File: config.mk
export PLATFORM = sky130hd
export DESIGN_NAME = mips_cpu_pc_unit_flat
export DESIGN_NICKNAME = d
export VERILOG_FILES = /design/src/rtl/mips_cpu_pc_unit_pkg.sv /design/src/rtl/mips_cpu_pc_unit_if.sv /design/src/rtl/mips_cpu_pc_target.sv /design/src/rtl/mips_cpu_pc_unit.sv /design/src/flat_wrapper.sv
export SDC_FILE = /design/constraint.sdc
export NUM_CORES = 1
export LEC_CHECK = 0
export ABC_AREA = 1
export CORE_AREA = 2 2 131 120
export CTS_CLUSTER_DIAMETER = 120
export DETAILED_ROUTE_END_ITERATION = 10
export DIE_AREA = 0 0 133 122
export PLACE_DENSITY_LB_ADDON = 0.08
export SLEW_MARGIN = 0
export SYNTH_ARGS = -nofsm -noshare
export SYNTH_HDL_FRONTEND = slang
export SYNTH_SLANG_ARGS = --single-unit
File: constraint.sdc
create_clock -name clk -period 5.01 [get_ports clk]
set_clock_uncertainty 0.2 [all_clocks]
set_input_delay 1.002 -clock clk [delete_from_list [all_inputs] [get_ports clk]]
set_output_delay 1.002 -clock clk [all_outputs]
set_load 0.1 [all_outputs]
File: src/rtl/mips_cpu_pc_unit_pkg.sv
// mips_cpu_pkg: types and constants shared by the program-counter stage.
//   pc_state_t           - RUN / DELAY / HALTED control state
//   RESET_VECTOR_DEFAULT - boot fetch address
//   HALT_ADDR_DEFAULT    - redirect address that halts the core
package mips_cpu_pkg;

  typedef enum logic [1:0] {
    RUN    = 2'd0,
    DELAY  = 2'd1,
    HALTED = 2'd2
  } pc_state_t;

  localparam logic [31:0] RESET_VECTOR_DEFAULT = 32'hBFC0_0000;
  localparam logic [31:0] HALT_ADDR_DEFAULT    = 32'h0000_0000;

endpackage

File: src/rtl/mips_cpu_pc_unit_if.sv
// mips_cpu_pc_unit_if: control-flow bus between decode/ALU and the PC stage.
//   master: drives stall, branch, zero, branch_offset, jump, jump_target,
//           jump_reg, jump_reg_addr; observes pc, link_addr, delay_slot, active
//   slave : the PC stage (opposite directions)
// Optional macro MIPS_PC_ALIGN_CHECK_EN adds the addr_error signal.
interface mips_cpu_pc_unit_if;

  logic        stall;
  logic        branch;
  logic        zero;
  logic [15:0] branch_offset;
  logic        jump;
  logic [25:0] jump_target;
  logic        jump_reg;
  logic [31:0] jump_reg_addr;
  logic [31:0] pc;
  logic [31:0] link_addr;
  logic        delay_slot;
  logic        active;
`ifdef MIPS_PC_ALIGN_CHECK_EN
  logic        addr_error;
`endif

  modport master (
    output stall, branch, zero, branch_offset, jump, jump_target,
           jump_reg, jump_reg_addr,
`ifdef MIPS_PC_ALIGN_CHECK_EN
    input  addr_error,
`endif
    input  pc, link_addr, delay_slot, active
  );

  modport slave (
    input  stall, branch, zero, branch_offset, jump, jump_target,
           jump_reg, jump_reg_addr,
`ifdef MIPS_PC_ALIGN_CHECK_EN
    output addr_error,
`endif
    output pc, link_addr, delay_slot, active
  );

endinterface

File: src/rtl/mips_cpu_pc_target.sv
// mips_cpu_pc_target: combinational redirect target computation.
//   pc                       - current fetch address
//   branch/zero/branch_offset- conditional branch (taken when branch & zero)
//   jump/jump_target         - J/JAL instr_index
//   jump_reg/jump_reg_addr   - JR/JALR rs value
//   redirect                 - a control transfer is requested
//   target                   - selected target (jump_reg > jump > branch)
module mips_cpu_pc_target (
  input  logic [31:0] pc,
  input  logic        branch,
  input  logic        zero,
  input  logic [15:0] branch_offset,
  input  logic        jump,
  input  logic [25:0] jump_target,
  input  logic        jump_reg,
  input  logic [31:0] jump_reg_addr,
  output logic        redirect,
  output logic [31:0] target
);

  logic [31:0] pc4;
  logic [31:0] br_target;
  logic [31:0] j_target;

  always_comb begin
    pc4       = pc + 32'd4;
    // Sign-extended word offset, relative to the delay-slot address.
    br_target = pc4 + {{14{branch_offset[15]}}, branch_offset, 2'b00};
    j_target  = {pc4[31:28], jump_target, 2'b00};

    redirect = 1'b0;
    target   = pc4;
    if (jump_reg) begin
      redirect = 1'b1;
      target   = jump_reg_addr;
    end else if (jump) begin
      redirect = 1'b1;
      target   = j_target;
    end else if (branch && zero) begin
      redirect = 1'b1;
      target   = br_target;
    end
  end

endmodule

File: src/rtl/mips_cpu_pc_unit.sv
// mips_cpu_pc_unit: program counter with one branch delay slot and halt
// detection.
//   clk, reset - single clock, asynchronous active-high reset
//   bus        - mips_cpu_pc_unit_if.slave (control inputs, pc/link_addr/
//                delay_slot/active outputs)
// Parameters: RESET_VECTOR (pc after reset), HALT_ADDR (redirect target that
// halts the core after its delay slot).
// Optional macro MIPS_PC_ALIGN_CHECK_EN: misaligned redirect targets set a
// sticky addr_error and halt at once without executing the delay slot.
module mips_cpu_pc_unit
  import mips_cpu_pkg::*;
#(
  parameter logic [31:0] RESET_VECTOR = RESET_VECTOR_DEFAULT,
  parameter logic [31:0] HALT_ADDR    = HALT_ADDR_DEFAULT
) (
  input logic                 clk,
  input logic                 reset,
  mips_cpu_pc_unit_if.slave   bus
);

  pc_state_t   state, state_n;
  logic [31:0] pc_r, pc_n;
  logic [31:0] pending, pending_n;
  logic        redirect;
  logic [31:0] target;
`ifdef MIPS_PC_ALIGN_CHECK_EN
  logic        addr_error_r, addr_error_n;
`endif

  mips_cpu_pc_target u_target (
    .pc            (pc_r),
    .branch        (bus.branch),
    .zero          (bus.zero),
    .branch_offset (bus.branch_offset),
    .jump          (bus.jump),
    .jump_target   (bus.jump_target),
    .jump_reg      (bus.jump_reg),
    .jump_reg_addr (bus.jump_reg_addr),
    .redirect      (redirect),
    .target        (target)
  );

  always_ff @(posedge clk or posedge reset) begin
    if (reset) begin
      state   <= RUN;
      pc_r    <= RESET_VECTOR;
      pending <= '0;
`ifdef MIPS_PC_ALIGN_CHECK_EN
      addr_error_r <= 1'b0;
`endif
    end else begin
      state   <= state_n;
      pc_r    <= pc_n;
      pending <= pending_n;
`ifdef MIPS_PC_ALIGN_CHECK_EN
      addr_error_r <= addr_error_n;
`endif
    end
  end

  always_comb begin
    state_n   = state;
    pc_n      = pc_r;
    pending_n = pending;
`ifdef MIPS_PC_ALIGN_CHECK_EN
    addr_error_n = addr_error_r;
`endif
    if (!bus.stall) begin
      unique case (state)
        RUN: begin
          if (redirect) begin
`ifdef MIPS_PC_ALIGN_CHECK_EN
            if (target[1:0] != 2'b00) begin
              addr_error_n = 1'b1;
              state_n      = HALTED;
            end else begin
              pending_n = target;
              pc_n      = pc_r + 32'd4;
              state_n   = DELAY;
            end
`else
            pending_n = target;
            pc_n      = pc_r + 32'd4;
            state_n   = DELAY;
`endif
          end else begin
            pc_n = pc_r + 32'd4;
          end
        end
        DELAY: begin
          pc_n    = pending;
          state_n = (pending == HALT_ADDR) ? HALTED : RUN;
        end
        HALTED: ;
        default: state_n = RUN;
      endcase
    end
  end

  assign bus.pc         = pc_r;
  assign bus.link_addr  = pc_r + 32'd8;
  assign bus.delay_slot = (state == DELAY);
  assign bus.active     = (state != HALTED);
`ifdef MIPS_PC_ALIGN_CHECK_EN
  assign bus.addr_error = addr_error_r;
`endif

endmodule

File: src/flat_wrapper.sv
// flat-port wrapper written by rule: the top's interface ports become plain ports
module mips_cpu_pc_unit_flat import mips_cpu_pkg::*;
#(
  parameter logic [31:0] RESET_VECTOR = RESET_VECTOR_DEFAULT,
  parameter logic [31:0] HALT_ADDR    = HALT_ADDR_DEFAULT
)
  (clk, reset, bus_stall, bus_branch, bus_zero, bus_branch_offset, bus_jump, bus_jump_target, bus_jump_reg, bus_jump_reg_addr, bus_pc, bus_link_addr, bus_delay_slot, bus_active);
  mips_cpu_pc_unit_if bus_i ();
  input logic clk;
  input logic reset;
  input wire logic [$bits(bus_i.stall)-1:0] bus_stall;
  input wire logic [$bits(bus_i.branch)-1:0] bus_branch;
  input wire logic [$bits(bus_i.zero)-1:0] bus_zero;
  input wire logic [$bits(bus_i.branch_offset)-1:0] bus_branch_offset;
  input wire logic [$bits(bus_i.jump)-1:0] bus_jump;
  input wire logic [$bits(bus_i.jump_target)-1:0] bus_jump_target;
  input wire logic [$bits(bus_i.jump_reg)-1:0] bus_jump_reg;
  input wire logic [$bits(bus_i.jump_reg_addr)-1:0] bus_jump_reg_addr;
  output wire logic [$bits(bus_i.pc)-1:0] bus_pc;
  output wire logic [$bits(bus_i.link_addr)-1:0] bus_link_addr;
  output wire logic [$bits(bus_i.delay_slot)-1:0] bus_delay_slot;
  output wire logic [$bits(bus_i.active)-1:0] bus_active;
  assign bus_i.stall = bus_stall;
  assign bus_i.branch = bus_branch;
  assign bus_i.zero = bus_zero;
  assign bus_i.branch_offset = bus_branch_offset;
  assign bus_i.jump = bus_jump;
  assign bus_i.jump_target = bus_jump_target;
  assign bus_i.jump_reg = bus_jump_reg;
  assign bus_i.jump_reg_addr = bus_jump_reg_addr;
  assign bus_pc = bus_i.pc;
  assign bus_link_addr = bus_i.link_addr;
  assign bus_delay_slot = bus_i.delay_slot;
  assign bus_active = bus_i.active;
  mips_cpu_pc_unit #(.RESET_VECTOR(RESET_VECTOR), .HALT_ADDR(HALT_ADDR)) u_core (.clk(clk), .reset(reset), .bus(bus_i));
endmodule
# After elaboration in Yosys (flattened, before gate mapping)
# Index checks and enable logic that the tools add are counted.
# W data, S select, Z words.
[totals]
in_bits = 81
out_inout_bits = 66
reg_bits = 66
wordCells = 29
[classes]
n_addsub = 3
eq_ne = 4
n_mux = 10
reduce_logical = 7
bitwise_logic = 2
[ops]
columns = ["cell", "n"]
rows = [
  ["$mux W32", 3],
  ["$pmux W32 S2", 1],
  ["$add A32 B3 Y32 const B", 1],
  ["$add A32 B32 Y32", 1],
  ["$add A32 B4 Y32 const B", 1],
  ["$logic_not A32 Y1", 1],
  ["$pmux W2 S3", 1],
  ["$reduce_and A3 Y1", 2],
  ["$mux W2", 2],
  ["$mux W1", 3],
  ["$eq A2 B1 Y1 const B", 1],
  ["$eq A2 B2 Y1 const B", 1],
  ["$logic_not A2 Y1", 1],
  ["$ne A2 B1 Y1 const B", 1],
  ["$ne A2 B2 Y1 const B", 1],
  ["$not A1 Y1", 2],
  ["$reduce_and A2 Y1", 1],
  ["$reduce_bool A2 Y1", 1],
  ["$logic_and A1 B1 Y1", 1],
]

# Logic depth before layout (Yosys ltp)
# Gate-level depths: netlist of run 1.
[depth]
word_depth = 6
mapped_depth = 24
mapped_depth_nobuf = 24

# By module
# From an unflattened synthesis of run 1, not the netlist that was laid out.
[unflattened]
hier_cells = 1401
area_unflattened_um2 = 8201.6
[modules_own_cells]
columns = ["module", "area_per_inst_um2", "seq_area_each_um2", "cells_each", "instances"]
rows = [
  ["mips_cpu_pc_unit", 4211.5, 1662.8, 574, 1],
  ["mips_cpu_pc_target", 3990.1, 0.0, 827, 1],
]

# Least setup slack after synthesis of run 1
# OpenSTA, ideal clock, no wires.
[synth_path]
path_kind = "flip-flop to output port"
from = "reg u_core.pc_r[3] (netlist: u_core.bus.pc[3])"
to = "out bus_link_addr[24]"
path_stages_with_launch = 9
slack_ps = -268
t_arrival_ps = 4076
required_time_ps = 3808
n_path_buf = 0
path_cell_list = "dfrtp_1 > inv_1 > nor2_1 > nand2_1 > nor2_2 > inv_1 > nor3_1 > nand2_1 > xor2_1"
[synth_between]
elab_chain_cells = 1
[synth_rtl]
columns = ["element", "line", "text"]
rows = [
  ["start: declaration", "mips_cpu_pc_unit.sv:22", "logic [31:0] pc_r, pc_n;"],
  ["start signal: assignment", "mips_cpu_pc_unit.sv:53", "pc_r <= pc_n;"],
  ["$add A32 B4 Y32", "mips_cpu_pc_unit.sv:101", "assign bus.link_addr = pc_r + 32'd8;"],
  ["end: declaration", "flat_wrapper.sv:20", "output wire logic [$bits(bus_i.link_addr)-1:0] bus_link_addr;"],
]
# Every way passes these cells.

# Worst setup path in the final report of run 1
[layout_path]
from = "reg u_core.pc_r[5] (netlist: u_core.bus.pc[5])"
to = "out bus_link_addr[10]"
# Same word-level chain as after synthesis.

==> reports/metrics.csv, run 1 <==
metric,value,unit
status,"finished, final reports clean",
portBuffers,146,
path_class,flip-flop to output port,
synth_top_area_share,19.4,%
ant_nets,0,
floorplan.rows,43,
grt_max_degree,49,
holdPathStages,2,
holdPathEnd,u_core.pending[14],
finalSetupViolations,0,
final_nets,1439,
antenna_cells,0,
hold_start,u_core.pending[14],
antenna_found_initial,0,
wire_per_inst,17.9,um
muxShareOfSynthArea,0.153,%
fmax,247,MHz
cts_resized,0,
worst_pin_slew,1110,ps
hp-class,flip-flop to flip-flop,
drv_slew,0,
vias_per_cell,5.42,
ys_seq_area_share,22.7,%
post_cts_buffers,0,
synth_fp_nets,1306,
synth_edf_count,0,
drt_iter0_drc,850,
rsz0062_at_grt,false,
drive_gt1_share,9.81,%
io_pins,147,
tritoncts,yes,
routabilityCongestion,0.924,
die-height,122,um
avgSynthCellArea,6.18,um2
min_period,4060,ps
yosysTopAreaCell,dfrtp_1,
hold_viol,0,
start_kind,flip-flop,
core,15000,um2
syn_area,7340,um2
synth-async-reset-ratio,100,%
ys_types,54,
clkTransAtPathRegs,60,ps
grt_pass1_vias,7684,
cellPowerDensity,528,nW/um2
hold_ws,303,ps
grt_use_total,34.2,%
synth-compound-area-share,14.7,%
die_x,133,um
start_util,48.9,%
synthXorXnorAreaFrac,6.19,%
cts_hold_buf,0,
max_cap_violations,0,
area_delta_synth_final,26.3,%
fin_crit_sh,81.0,%
irDropWorstVdd,0.451,mV
cts_buffer_depth,2,
synthAdderAreaFrac,6.58,%
synth_top_flop_cell,dfrtp_1,
synth_top_family_by_area,simple AND/OR/NAND/NOR gates,
synth_cells,1187,
ys_seq_elements,66,
cts_made_buffers,9,
synth_commonest_cells,"nand2_1, inv_1, nor2_1",
rrSetupSlack,1240,ps
cp_max_fo,5,
drt_pass1_iterations,7,
hpwl,22.1,mm
worstSkewPairLatency,340,ps
p_leak,4.66,nW
regToRegEndpoint,u_core.pending[22],
ys_top_cells_by_area,"dfrtp_1, nand2_1, inv_1",
dieArea,16200,um2
drt-total-wl,27.3,mm
htree_levels,3,
yosys.area_share.simple,37.8,%
required,3810,ps
routed-via-count,8269,
reg2reg_from,u_core.bus.pc[3],
yosysMostFrequentCell,nand2_1,
cts.sinks,66,
cp.arrival,2850,ps
drc,0,
max-slew-margin-rel,26.0,%
root_buffer,clkbuf_16,
end_kind,output port,
finalSetupTns,0,ps
grt_overflow,0,
reg2reg_depth,20,
grt_pass1_wl,42.5,mm
ys_warn_count,0,
==> flip-flops by register name (all words and copies together), names as in the netlist <==
register        count
u_core.bus.pc      32
u_core.state        2
u_core.pending     32
==> metrics by stage <==
| step | worst slack, ps | power [mW] | cell area [um2] | cells | util, % |
|---|---|---|---|---|---|
| 6_report | 954 | 4.90 | 9270 | 1527 | 61.7 |
| 5_1_grt | 792 | 5.17 | 9270 | 1527 | 61.7 |
| 4_1_cts | 930 | 4.86 | 9270 | 1527 | 61.7 |
| 3_5_place_dp | 1200 | 4.15 | 8950 | 1511 | 59.6 |
| 3_3_place_gp | 1180 | 4.15 | 8950 | 1511 | 59.6 |
| 2_1_floorplan | 49.0 | 3.32 | 7400 | 1187 | - |
==> routing by layer <==
layer / up-vias / share of wire [%] / track usage [%]
met3: 36 / 9.5 / 5.91
met2: 428 / 44 / 53.5
li1: 4042 / - / -
met4: 0 / 1.8 / 8.47
met1: 3763 / 44 / 49.0
met5: - / 0 / 0
==> cell usage in the layout (no fill, tap or decap), types with 15 or more instances in the layout <==
cell	n
xor2_1	34
a21oi_1	66
clkdlybuf4s50_1	124
dfrtp_1	57
ha_1	37
o21ai_0	68
nor2_1	117
nor2_2	15
inv_1	173
nand2_1	351
buf_4	33
nand3_1	66
==> worst max path at each step <==
stage | start | endpoint | slack (ps) | depth (start not counted)
after global placement | bus_branch_offset[15] | u_core.pending[22] | 1180 | 13
after CTS | u_core.bus.pc[5] | bus_link_addr[10] | 930 | 6
final | u_core.bus.pc[5] | bus_link_addr[10] | 950 | 6
after floorplan | u_core.bus.pc[3] | bus_link_addr[26] | 50 | 6
after detailed placement | bus_branch_offset[15] | u_core.pending[23] | 1200 | 14
after global routing | u_core.bus.pc[5] | bus_link_addr[10] | 790 | 6
==> power breakdown <==
part | total, mW | switching [mW] | leakage [nW] | internal, mW
combinational | 3.30 | 2.45 | 3.72 | 0.848
sequential | 0.907 | 0.207 | 0.788 | 0.700
clock | 0.692 | 0.254 | 0.153 | 0.438
==> layout make-up <==
type,instances,area (um2)
Tap cell,202,253
Clock buffer,10,229
Timing Repair Buffer,157,1490
Clock inverter,6,90.1
Fill cell,1473,5740
Multi-Input combinational cell,903,4860
Sequential cell,66,1660
Inverter,183,687
==> kinds of logic (layout without fill, tap and decap cells) <==
kind of cell	after synthesis	after routing
DFF	66	66
AOI/OAI and AO/OA	190	190
buffers and inverters	218	356
and+or+nand+nor	623	623
adders and majority gates	38	38
xor gates and xnor gates	51	51
muxes	1	1
==> worst max-delay path, stage by stage (launching register included) <==
cell and delay (ps):
dfrtp_1 430, nand2_1 110, nor2_1 300, nand2_1 160, nor2_2 220, xor2_1 160, clkdlybuf4s50_1 1140
Note: power is estimated with default switching activity, not from simulation.
==> run 2: changes to the inputs <==
clock period = 4.24 ns   (was 5.01 ns; I/O delays follow)
==> run 2 against run 1 <==
Critical path depth grew 12; utilization grew 2.0 points; die area is the same; sequential power grew 18%; register-to-register slack lost 930 ps; non-clock buffer count grew 11; largest cell class unchanged; sequential share of layout area shrank 0.55 points; worst setup slack lost 640 ps; cell area grew 3.2%; combinational power grew 22%; critical path type is now flip-flop to flip-flop; largest power group unchanged; count of clock-buffer cells in the layout is the same.
==> reports/metrics.csv, run 2 (synthesized netlist as in run 1, its figures left out) <==
metric,value,unit
vias_per_cell,5.37,
core,15000,um2
root_buffer,clkbuf_16,
drive_gt1_share,12.6,%
drt_pass1_iterations,8,
status,"finished, final reports clean",
hp-class,flip-flop to flip-flop,
multiInputGateArea,5030,um2
hpwl,22.8,mm
pre_cts_slack,347,ps
cts_hold_buf,0,
die_x,133,um
timing.final.ws_setup,310,ps
start_util,48.9,%
worstSkewPairLatency,340,ps
wire_per_inst,18.0,um
post_cts_buffers,0,
die-height,122,um
fillers,1419,
finalNonFillerCells,1538,
cts.sinks,66,
grt_overflow,0,
routed-via-count,8263,
cellPowerDensity,610,nW/um2
max-slew-margin-rel,33.2,%
antenna_cells,0,
drt_iter0_drc,904,
hold_viol,0,
cts_resized,0,
drc,0,
max_cap_violations,0,
grt_use_total,34.5,%
portBuffers,146,
grt_pass1_vias,7717,
antenna_found_initial,0,
htree_levels,3,
grt_max_degree,31,
power.total,5.84,mW
ant_nets,0,
fin_crit_sh,92.7,%
cp_max_fo,5,
finalSetupViolations,0,
layout_commonest_cell,nand2_1,
drv_slew,0,
cts_buffer_depth,2,
dieArea,16200,um2
irDropWorstVdd,0.630,mV
grt_pass1_wl,42.6,mm
fmax,254,MHz
cp.arrival,3960,ps
rsz0062_at_grt,false,
floorplan.rows,43,
layout_common_cells,"nand2_1, inv_1, clkdlybuf4s50_1, nor2_1, o21ai_0",
routabilityCongestion,0.981,
cts_made_buffers,9,
tritoncts,yes,
io_pins,147,
area_delta_synth_final,30.4,%
finalSetupTns,0,ps
path_class,flip-flop to flip-flop,
final_nets,1450,
drt-total-wl,27.6,mm
regArea,1660,um2
start_kind,flip-flop,
worst_pin_slew,999,ps
dp.cells,1522,
end_kind,flip-flop,
fin_util,63.7,%
clkTransAtPathRegs,60,ps
required,4270,ps
min_period,3930,ps
p_leak,4.76,nW
run 2: cell count changes in the layout (fill, tap and decap cells not counted), sizes merged:
| cell | change |
|---|---|
| clkdlybuf4s50 | -7 |
| buf | +18 |
| clkinv | -1 |
| inv | -1 |
| clkinvlp | +3 |
| bufinv | -1 |
run 2: worst max-delay path: stages (launching register included):
cell	delay (ps)
dfrtp_1	440
ha_2	290
inv_1	60
nor2_2	250
nand2_2	170
nor2_2	180
xor2_1	260
inv_1	160
ha_1	390
nand2_1	140
inv_1	50
a21oi_1	220
nand3_1	260
nand2_1	120
nand2_1	70
o21ai_0	340
nand2_1	90
nand2_1	80
nand2_1	50
run 2: through the flow:
| step | hold slack [ps] | cell area (um2) |
|---|---|---|
| 5_1_grt | 327 | 9570 |
| 2_1_floorplan | 254 | 7570 |
| 6_report | 310 | 9570 |
| 3_5_place_dp | 293 | 9270 |
| 4_1_cts | 308 | 9560 |
| 3_3_place_gp | 288 | 9270 |
run 2: worst paths after layout:
check                                    from                 end  slack [ps]  cells past startpoint
hold reg to reg            u_core.pending[14]  u_core.pending[14]         310                      2
hold / removal             u_core.pending[14]  u_core.pending[14]         310                      2
max in group asynchronous               reset   u_core.bus.pc[23]        2360                      3
min in group asynchronous               reset   u_core.bus.pc[20]         730                      2
setup reg to reg             u_core.bus.pc[4]  u_core.pending[16]         310                     18
setup / recovery             u_core.bus.pc[4]  u_core.pending[16]         310                     18
run 2: final cells by class:
cell class	instances	area share, %
multi-input cells	903	52.6
clock buffers	10	2.39
well taps	202	2.64
flip-flops and latches	66	17.4
clock inverters	6	0.693
repair buffers	168	17.0
inverters	183	7.22
run 2: power breakdown:
group / internal, mW / total, mW / switching, mW
Combinational: 1.08 / 4.01 / 2.94
Sequential: 0.828 / 1.07 / 0.243
Clock: 0.456 / 0.752 / 0.296
run 2: routing by layer:
metal  vias to the layer above  global-route usage, %  share of wire (%)
li1                       4047                      -                  -
met1                      3792                   48.9                 45
met2                       382                   54.2                 44
met3                        42                   4.45                7.5
met4                         0                   12.3                3.1
met5                         -                      0                  0
==> run 3: changes to the inputs <==
CAP_MARGIN = 20   (was default)
==> results of run 3 <==
The final DEF is identical to that of run 2; final timing and power are the same.
==> RTL edit: new RTL, settings of run 1 <==
`pending` no longer has a reset.
--- a/src/rtl/mips_cpu_pc_unit.sv
+++ b/src/rtl/mips_cpu_pc_unit.sv
@@ -44,18 +44,20 @@
     if (reset) begin
       state   <= RUN;
       pc_r    <= RESET_VECTOR;
-      pending <= '0;
 `ifdef MIPS_PC_ALIGN_CHECK_EN
       addr_error_r <= 1'b0;
 `endif
     end else begin
       state   <= state_n;
       pc_r    <= pc_n;
-      pending <= pending_n;
 `ifdef MIPS_PC_ALIGN_CHECK_EN
       addr_error_r <= addr_error_n;
 `endif
     end
+  end
+
+  always_ff @(posedge clk) begin
+    pending <= pending_n;
   end
 
   always_comb begin
Behaviour: same outputs for any inputs over 4 cycles, from zero or initial values and one cycle with reset high; that may be too few to reach the edited logic, so the function may still have changed.
==> RTL edit against run 1 <==
Combinational power increased by 32%. Power rose by 23%. Wire length down 9.4%. Sequential cell count did not move. Worst setup slack lost 0.13 ns. First-iteration DRC count rose by 3.8%. Design area fell by 2.4%. Synthesized area is 3.7% lower.
==> RTL edit: results (changes against run 1) <==
stage,metric,value,unit,change
setup_path,r2r_slack,1.04,ns,-0.20 ns
detailed_routing,drtIter0Drc,882,,+3.8%
setup_path,crit_fanout,5,,unchanged
logic_synthesis,ys_warn_count,0,,unchanged
setup_path,crit_path_start,u_core.bus.pc[10],,
setup_path,path_delay_family,buffers and inverters,,
cells_and_area,drive_above_1_share,10.4,%,+0.59 points
grt,grt_pass1_vias,6847,,-11%
clock_tree,root_buffer,clkbuf_16,,
grt,grt_usage,30.5,%,-3.7 points
clock_tree,cts_setup_buffers,0,,unchanged
placement,place.gp.congestion,0.985,,+6.6%
logic_synthesis,synth_area_leaders,"nand2_1 (15%), edfxtp_1 (14%), dfrtp_1 (8.9%), inv_1 (8.4%), ha_1 (6.6%)",,
setup_path,cp_slowest_cell,clkdlybuf4s50_1,,
min_path,hold_path_class,reg -> reg,,
run_status,status,"complete, no violations",,
placement,io_buffers,146,,unchanged
setup_path,crit_arrival,2.98,ns,+0.13 ns
grt,antenna_found_initial,0,,unchanged
pwr,total_leakage_power,0.00425,µW,-8.9%
logic_synthesis,yosysSeqAreaShare,25.8,%,+3.1 points
cells_and_area,diodes,0,,unchanged
logic_synthesis,async_reset_ff_share,51.5,%,-48 points
grt,grt_pass1_wl,37700,µm,-11%
grt,grt_max_degree,55,,+12%
setup_path,rr_worst_depth,18,,-10%
detailed_routing,drt-pass1-iter-count,7,,unchanged
clock_tree,worstSkewPairLatency,0.34,ns,about the same
setup_path,slowest_delay,1.17,ns,+0.03 ns
detailed_routing,post_drt_wl_per_cell,17.2,µm,-4.0%
clock_tree,cts-htree-levels,3,,unchanged
setup_path,crit_path_end,bus_link_addr[24],,
clock_tree,cts_buffer_depth,2,,unchanged
setup_path,timing.rr.end,u_core.pending[27],,
clock_tree,cts_inserted_buffers,9,,unchanged
logic_synthesis,yosysUniqueCellTypes,48,,-11%
setup_path,reg2reg_from,u_core.bus.pc[3],,
logic_synthesis,synth_fp_nets,1214,,-7.0%
sta,tightest_slew,0.980,ns,-0.130 ns
placement,place_hpwl,20200,µm,-8.6%
clock_tree,clk_pin_slew,0.06,ns,about the same
cells_and_area,nFillCells,1460,,-0.88%
pwr,irDropWorstVdd,0.000484,V,+7.2%
detailed_routing,vias,7715,,-6.7%
logic_synthesis,synth_edf_count,32,,+32
cells_and_area,nets,1354,,-5.9%
logic_synthesis,synth_top_cells_by_count,"nand2_1 (286), inv_1 (159), nor2_1 (122), a21oi_1 (70), o21ai_0 (66)",,
clock_tree,postCtsResizedCells,0,,unchanged
logic_synthesis,synth_ff_type,edfxtp_1,,
RTL edit: cell count changes after synthesis, moves of 6 or more:
cell / run 1 / this run
inv_2: 8 / 2
edfxtp_1: 0 / 32
o22ai_1: 8 / 29
nand2_1: 351 / 286
dfrtp_1: 57 / 25
inv_1: 174 / 159
a221oi_1: 7 / 0
RTL edit: kinds of logic after synthesis:
logic type | count (synthesis) | synth area share (%)
simple gates | 558 | 35.4
xor+xnor | 48 | 6.38
buf+inv | 192 | 10.6
flops | 66 | 25.8
compound gates | 192 | 14.9
fa+ha+maj | 38 | 6.84
mux | 1 | 0.159
RTL edit: per-stage QoR:
stage | cell area (µm²) | power, µW | instances | setup WS [ns] | hold slack, ns
final | 9050 | 6000 | 1442 | 0.827 | 0.312
after global routing | 9050 | 6330 | 1442 | 0.719 | 0.338
after CTS | 9050 | 5950 | 1442 | 0.826 | 0.315
after detailed placement | 8740 | 5300 | 1426 | 0.995 | 0.303
after global placement | 8740 | 5280 | 1426 | 0.986 | 0.298
after floorplan | 7120 | 4230 | 1095 | 0.106 | 0.281
RTL edit: worst min-delay path by stage:
stage                 startpoint               end  slack [ns]  depth (start not counted)
4_1_cts        u_core.pending[1]  u_core.bus.pc[1]        0.32                          1
5_1_grt        u_core.pending[1]  u_core.bus.pc[1]        0.34                          1
2_1_floorplan  u_core.pending[2]  u_core.bus.pc[2]        0.28                          2
3_5_place_dp   u_core.pending[1]  u_core.bus.pc[1]        0.30                          1
3_3_place_gp   u_core.pending[1]  u_core.bus.pc[1]        0.30                          1
6_report       u_core.pending[1]  u_core.bus.pc[1]        0.31                          1
RTL edit: area by class of cell:
class                   instances  share of cell area (%)
clock inverters                 6                   0.705
repair buffers                158                    16.6
well taps                     202                    2.79
flip-flops and latches         66                    20.2
inverters                     163                    6.76
clock buffers                  10                    2.64
multi-input cells             837                    50.3
RTL edit: metal layers:
layer	GRT usage [%]	part of all wire, %	wire [µm]
met5	0	0	0
met4	9.88	2.7	662
met3	6.03	9.2	2280
met2	44.9	42	10500
met1	44.7	46	11400
RTL edit: worst reg2reg max path, stage by stage, from the launching register on:
cell	delay, ns
dfrtp_1	0.47
ha_1	0.31
inv_1	0.06
nor2_1	0.20
inv_1	0.10
nor2_2	0.26
xor2_1	0.31
inv_1	0.17
ha_1	0.36
nand2_1	0.10
nand2_1	0.07
a21oi_1	0.25
nand3_1	0.28
nand2_1	0.18
nand3_1	0.10
nand2_1	0.07
nand3_1	0.09
nand2_1	0.09
a21oi_1	0.06
RTL edit: report_power, final:
part	switching, µW	internal (µW)
registers	230	781
clock network	246	399
logic	3260	1080
total	3730	2260
